==> src/rtl/rob_pkg.sv <==
// rob_pkg: shared ROB geometry constants and the ceiling-log2 helper
package rob_pkg;
    function automatic int clogb(input int n);
        int r;
        r = 0;
        while ((1 << r) < n) r++;
        return r;
    endfunction
    localparam int ROB_WIDTH    = 26;
    localparam int ENTRY_NUM    = 21;
    localparam int IDX_W        = clogb(ENTRY_NUM);
    localparam int ROB_DONE_BIT = 0;
endpackage

==> src/rtl/rr_arbiter.sv <==
// rr_arbiter: combinational round-robin pick starting at ptr, ascending with wrap
module rr_arbiter
    import rob_pkg::*;
#(
    parameter int NUM_REQ = 4,
    localparam int PW = clogb(NUM_REQ)
) (
    input  logic [NUM_REQ-1:0] req,
    input  logic [PW-1:0]      ptr,
    output logic [NUM_REQ-1:0] grant_onehot,
    output logic [PW-1:0]      grant_idx,
    output logic               any
);
    // first requester at or after ptr wins; modulo keeps non-power-of-2 counts legal
    always_comb begin
        grant_onehot = '0;
        grant_idx    = '0;
        any          = 1'b0;
        for (int i = 0; i < NUM_REQ; i++) begin
            logic [PW-1:0] j;
            j = PW'((int'(ptr) + i) % NUM_REQ);
            if (!any && req[j]) begin
                any       = 1'b1;
                grant_idx = j;
            end
        end
        grant_onehot[grant_idx] = any;
    end
endmodule

==> src/rtl/rob_wb_arbiter.sv <==
// rob_wb_arbiter: shares the single ROB writeback port among NUM_REQ units
module rob_wb_arbiter
    import rob_pkg::*;
#(
    parameter int NUM_REQ   = 4,
    parameter int ROB_WIDTH = rob_pkg::ROB_WIDTH,
    parameter int ENTRY_NUM = rob_pkg::ENTRY_NUM,
    localparam int IDX_W = clogb(ENTRY_NUM),
    localparam int PW    = clogb(NUM_REQ)
) (
    input  logic                           clk,
    input  logic                           rst,
    input  logic                           flush_i,
    input  logic [NUM_REQ-1:0]             req_valid_i,
    output logic [NUM_REQ-1:0]             req_ready_o,
    input  logic [NUM_REQ*IDX_W-1:0]       req_addr_i,
    input  logic [NUM_REQ*ROB_WIDTH-1:0]   req_data_i,
    output logic                           wr_en_o,
    output logic [IDX_W-1:0]               wr_addr_o,
    output logic [ROB_WIDTH-1:0]           wr_data_o,
    output logic [PW-1:0]                  grant_id_o,
    output logic                           err_o
);
    logic [PW-1:0]        rr_ptr;
    logic [NUM_REQ-1:0]   grant_onehot;
    logic [PW-1:0]        grant_idx;
    logic                 any;
    logic                 xfer;
    logic                 bad;
    logic [IDX_W-1:0]     sel_addr;
    logic [ROB_WIDTH-1:0] sel_data;

    rr_arbiter #(.NUM_REQ(NUM_REQ)) u_arb (
        .req          (req_valid_i),
        .ptr          (rr_ptr),
        .grant_onehot (grant_onehot),
        .grant_idx    (grant_idx),
        .any          (any)
    );

    // flush and reset both kill this cycle's grant; out-of-range indices are still accepted
    always_comb begin
        req_ready_o = (rst || flush_i) ? '0 : grant_onehot;
        xfer        = any && !rst && !flush_i;
        sel_addr    = req_addr_i[grant_idx*IDX_W +: IDX_W];
        sel_data    = req_data_i[grant_idx*ROB_WIDTH +: ROB_WIDTH];
        bad         = int'(sel_addr) >= ENTRY_NUM;
    end

    // pointer advance, registered write port and sticky range error
    always_ff @(posedge clk) begin
        if (rst) begin
            rr_ptr     <= '0;
            wr_en_o    <= 1'b0;
            wr_addr_o  <= '0;
            wr_data_o  <= '0;
            grant_id_o <= '0;
            err_o      <= 1'b0;
        end else begin
            wr_en_o <= xfer && !bad;
            if (xfer) rr_ptr <= (grant_idx == PW'(NUM_REQ - 1)) ? '0 : grant_idx + 1'b1;
            if (xfer && !bad) begin
                wr_addr_o  <= sel_addr;
                wr_data_o  <= sel_data;
                grant_id_o <= grant_idx;
            end
            if (xfer && bad) err_o <= 1'b1;
        end
    end
endmodule
==> config.mk <==
export PLATFORM = sky130hd
export DESIGN_NAME = rob_wb_arbiter
export DESIGN_NICKNAME = d
export VERILOG_FILES = /design/src/rtl/rob_pkg.sv /design/src/rtl/rr_arbiter.sv /design/src/rtl/rob_wb_arbiter.sv
export SDC_FILE = /design/constraint.sdc
export NUM_CORES = 1
export LEC_CHECK = 0
export ABC_CLOCK_PERIOD_IN_PS = 2320
export CORE_MARGIN = 5
export CORE_UTILIZATION = 33
export DETAILED_ROUTE_END_ITERATION = 10
export PLACE_DENSITY_LB_ADDON = 0.08
export SYNTH_ARGS = -nofsm -noshare
export SYNTH_HDL_FRONTEND = slang
export SYNTH_SLANG_ARGS = --single-unit
==> constraint.sdc <==
create_clock -name clk -period 2.32 [get_ports clk]
set_input_delay 0.232 -clock clk [delete_from_list [all_inputs] [get_ports clk]]
set_output_delay 0.232 -clock clk [all_outputs]
set_load 0.005 [all_outputs]
======== Yosys cells after proc, flatten, opt, wreduce, memory -nomap -nowiden ========
Index checks and enable logic that the tools add are counted.
storage, ports and cells
  output and inout port bits .............. 39
  bits in registers ....................... 37
  word-level logic and storage cells ...... 58
operators by class
  multiply operators ...................... 2
  muxes and demuxes ....................... 20
  order comparisons ....................... 7
  eq/ne operators ......................... 1
  shift operators ......................... 2
  bitwise operators ....................... 1
  reduce and logical (&&, ||, !) cells .... 15
  $add $sub $neg .......................... 4
operators with widths
  operator               number
  $shiftx A104 B8 Y26    1
  $shiftx A20 B6 Y5      1
  $lt A2 B3 Y1 const B   5
  $mux W2                5
  $mux W1                9
  $bmux W1 S2            4
  $logic_and A1 B1 Y1    8
  $logic_not A1 Y1       6
  $mul A2 B4 Y6 const B  1
  $ge A5 B5 Y1 const B   1
  $mul A2 B3 Y5 const B  1
  $add A2 B1 Y2 const B  2
  $add A2 B2 Y2 const B  2
  $and A4 B4 Y4          1
  $mux W4                1
  $demux W1 S2           1
  $eq A2 B2 Y1 const B   1
  $ge A2 B1 Y1 const B   1
  $logic_or A1 B1 Y1     1

======== Depth between registers and ports, before layout ========
  depth after elaboration ................. 18
  gate-level depth with buffers ........... 10
  depth with buffers taken out ............ 8

======== Modules after synthesis ========
From an unflattened synthesis, not the netlist that was laid out.
unflattened totals
  cells, all modules ...................... 243
  area, all modules ....................... 2451.1 um^2
by module, submodules not included
  module          times used  cells each  seq. area each (um^2)  area each (um^2)
  rob_wb_arbiter  1           211         740.7                  2268.4
  rr_arbiter      1           32          0.0                    182.7

======== Worst setup path after synthesis ========
No wires, ideal clock.
  path kind ............................... reg-to-reg
  from .................................... reg rr_ptr[1]
  to ...................................... reg wr_addr_o[2]
  cell stages (with the launch flop) ...... 10
  data arrival time ....................... 2.105 ns
  data required time ...................... 2.199 ns
  slack ................................... 0.094 ns
  path through ............................ dfxtp_1 -> and2_4 -> o211ai_4 -> nand2_4 -> inv_2 -> mux2i_1 -> mux2i_1 -> a311o_1 -> buf_6 -> mux2_4
on the way
  cells in the longest elaborated chain, start to end .. 17
ends and longest elaborated chain
  element                                                 RTL line              text
  start, declared                                         rob_wb_arbiter.sv:24  logic [PW-1:0] rr_ptr;
  start signal, assigned                                  rob_wb_arbiter.sv:61  if (xfer) rr_ptr <= (grant_idx == PW'(NUM_REQ - 1)) ? '0 : grant_idx + 1'b1;
  branches (longest 17 deep; another with $mul A2 B3 Y5)  -
  end signal, assigned                                    rob_wb_arbiter.sv:63  wr_addr_o <= sel_addr;
  end, declared                                           rob_wb_arbiter.sv:19  output logic [IDX_W-1:0] wr_addr_o,
Parallel ways; which one is timed is not known. The select of a mux whose other input is x is not followed.
A chain may end at the register's enable or synchronous reset.

======== Worst setup path after layout ========
  from .................................... reg rr_ptr[1]
  to ...................................... reg wr_data_o[21]
on the way
  cells in the longest elaborated chain, start to end .. 17
ends and longest elaborated chain
  element                                                 RTL line              text
  branches (longest 17 deep; another with $mul A2 B3 Y5)  -
  end signal, assigned                                    rob_wb_arbiter.sv:64  wr_data_o <= sel_data;
  end, declared                                           rob_wb_arbiter.sv:20  output logic [ROB_WIDTH-1:0] wr_data_o,
Parallel ways; which one is timed is not known. The select of a mux whose other input is x is not followed.

==> summary.md <==
| Metric | Value |
|---|---|
| Status | `finished with violations` |
| Failing checks | `negative setup slack` |
| Worst Hold End | `wr_data_o[15]` |
| Area delta synth->final | `79.50%` |
| Row cnt | `32` |
| Input/output buffers | `169` |
| Setup CP Type | `reg2reg` |
| Dpl hpwl | `7531 µm` |
| Post-CTS Hold Buffers | `0` |
| WP data arrival | `2.54 ns` |
| Rel. slew slack | `68.07%` |
| Synth cell types | `41` |
| Clock Latency Late Sink | `0.29 ns` |
| Synth Instances | `380` |
| Max IR drop VDD | `approximately 0.00024 V` |
| Post-Syn Area per Cell | `approximately 7 µm²` |
| First-pass GRT wire length | `between 15,000 and 20,000 µm` |
| CTS Sinks | `37` |
| RSZ-0062 raised after global routing | `yes` |
| Die Wd | `roughly 100 µm` |
| CTS max path bufs | `2` |
| Remaining DRCs | `0` |
| Netlist Area Pre-Place | `approximately 0.0027 mm²` |
| Sequential-to-total area share from yosys stat | `roughly 28%` |
| Multi-input logic area | `0.001759 mm²` |
| Pleak | `between 2 and 2.5 nW` |
| Worst-path fanout max | `8` |
| Crit end category | `flop` |
| Antenna diodes | `0` |
| Fin util | `about three fifths` |
| Register area | `745.7 µm²` |
| Final Wtd Congestion | `approximately 0.85` |
| Drt first pass iters | `4` |
| Final #Nets | `707` |
| CTS buffer count | `5` |
| Ys Warns | `0` |
| TritonCTS clock tree | `done` |
| DIE AREA | `approximately 0.0099 mm²` |
| Reg clk slew, reported paths | `0.07 ns` |
| DR vias/cell | `4.800` |
| Setup Skew | `~0.0063 ns` |
| Starting Density | `34.18%` |
| Maximum clock frequency | `around 430 MHz` |
| Hold Path Depth | `2` |
| Vias | `3,240` |
| Final slew viol count | `0` |
| CORE AREA | `between 0.007 and 0.008 mm²` |
| Dpl ws | `-0.4202 ns` |
| Clk Tree Root Cell | `clkbuf_8` |
| Iteration-0 DRC Markers | `49` |
| Final hold vios | `0` |
| Hold/Removal Path Class | `reg2reg` |
| R2r setup slk | `-0.002 ns` |
| Layout cells sized above 1 | `a little over an eighth` |
| Final setup vio count | `1` |
| Setup_tns | `-0.002185 ns` |
| Antenna viol nets, final | `0` |
| Worst reg2reg path depth | `10` |
| Top-Level Pins | `between 150 and 200` |
| Yosys reg bits | `37` |
| CP required | `between 2 and 3 ns` |
| Pwr Density | `approximately 530 mW/mm²` |
| Startpoint Class | `flop` |
| GRT Overall Usage | `18.76%` |
| FILL cells | `~750` |
| Largest net degree at the start of global routing | `35` |
| Fin worst setup slack | `-0.002185 ns` |
| # Max-Cap Violations | `0` |
| H-tree depth | `2` |
| Reg-to-reg endpoint | `wr_data_o[21]` |
| Final min period | `roughly 2.3 ns` |
| Fin crit share | `100.1%` |
| DP Area | `0.004523 mm²` |
| Min Hold Slack | `0.4599 ns` |
| Die Ht | `99.70 µm` |
| WL/cell | `14.30 µm` |
| Hold_sp | `wr_data_o[15]` |
| Syn nets | `just over 500` |
| Initial antenna violation count | `0` |
| Worst R2R Start | `rr_ptr[1]` |
| Vias in the first global route | `3,255` |
| Most frequent cells in the layout | `163 x nand2_1, 162 x clkdlybuf4s50_1, 61 x nand3_1, 35 x dfxtp_1, 34 x mux2i_1` |
| Commonest non-fill, non-tap cell in the layout | `nand2_1` |
| Final Instance Area | `between 0.004 and 0.005 mm²` |
| GRT overflow | `0` |
| Final wirelength | `slightly below 10,000 µm` |
| Worst-Margin Slew | `roughly 0.48 ns` |
-- routing by layer --
| metal | track usage (%) | wire length, µm | vias to the layer above |
|---|---|---|---|
| met5 | 0 | 0 | - |
| met4 | 5.042 | 204 | 0 |
| met3 | 5.470 | 706 | 19 |
| met2 | 32.84 | 4592 | 116 |
| met1 | 22.26 | 4148 | 1455 |
| li1 | - | - | 1650 |
-- cells by family (layout without fill, tap and decap cells) --
family,after synthesis,in the layout,synth area share (%)
adder cells (fa/ha/maj),4,4,1.885
AND/OR/NAND/NOR,253,253,42.27
buffers and inverters,29,222,7.870
flip-flops,37,37,27.90
multiplexers,36,36,13.76
AO/OA/AOI/OAI,21,21,6.315
-- per-stage QoR --
step | std cells | power [mW]
final | 675 | 2.526
after global routing | 675 | 2.711
after floorplan | 380 | 1.406
after detailed placement | 657 | 2.035
after CTS | 670 | 2.506
after global placement | 657 | 2.018
-- how the worst max path moves through the flow --
stage	start	to	cells past startpoint
after global placement	req_valid_i[2]	wr_data_o[12]	10
after detailed placement	req_valid_i[0]	wr_data_o[14]	10
after floorplan	rr_ptr[1]	wr_addr_o[2]	9
final	rr_ptr[1]	wr_data_o[21]	10
after global routing	rr_ptr[1]	wr_addr_o[0]	10
after CTS	rr_ptr[1]	wr_data_o[0]	9
-- final cells by class --
class	count	share of cell area, %
clock buffers	8	1.680
multi-input cells	314	36.91
inverters	5	0.4463
flip-flops and latches	37	15.65
repair buffers	209	42.64
well taps	102	2.678
-- state kept, by name, indices dropped and copies added, names as in the netlist --
signal      flops
err_o           1
wr_data_o      26
wr_en_o         1
wr_addr_o       5
rr_ptr          2
grant_id_o      2
-- cell usage after synthesis (all sizes together) --
cell / instances / area [µm²]
nor4: 2 / 18.77
o211a: 1 / 10.01
nor2: 4 / 15.01
clkbuf: 12 / 75.07
nand2: 164 / 623.1
a21oi: 2 / 10.01
nand2b: 3 / 26.27
a31oi: 1 / 6.260
nor3: 2 / 21.27
a311o: 1 / 10.01
mux2i: 35 / 350.3
o21ba: 1 / 10.01
inv: 5 / 18.76
o211ai: 1 / 21.27
buf: 11 / 105.1
a32o: 1 / 11.26
o2bb2ai: 1 / 8.760
a22o: 2 / 17.52
dfxtp: 37 / 740.7
o21ai: 8 / 40.03
nor2b: 2 / 15.02
mux2: 1 / 15.01
dlygate4sd3: 1 / 10.01
and3: 9 / 58.80
o21bai: 1 / 11.26
or2: 1 / 6.260
and2: 2 / 17.52
o221a: 1 / 11.26
ha: 4 / 50.05
nand3: 64 / 320.3
-- report_power, final --
group | switching [mW] | internal (mW)
Sequential | 0.0568 | 0.743
Combinational | 0.556 | 0.733
Clock | 0.224 | 0.214
-- worst max-delay path, stage by stage, from the launching register on --
cell	delay, ns
dfxtp_4	0.37
and2_4	0.16
and2_4	0.14
nor3_4	0.21
inv_2	0.06
buf_6	0.11
and3_4	0.15
nor4_4	0.30
a311o_2	0.33
clkbuf_16	0.23
mux2i_1	0.18
-- what timing repair did --
item | CTS | global route
resized for setup | 15 | 19
gates cloned | 0 | 1
endpoints found under the setup margin | 36 | 35
buffers inserted | 5 | 4
pin swaps | 4 | 5
hold endpoints to repair | 0 | 0
Power figures use the tool's default switching activity.
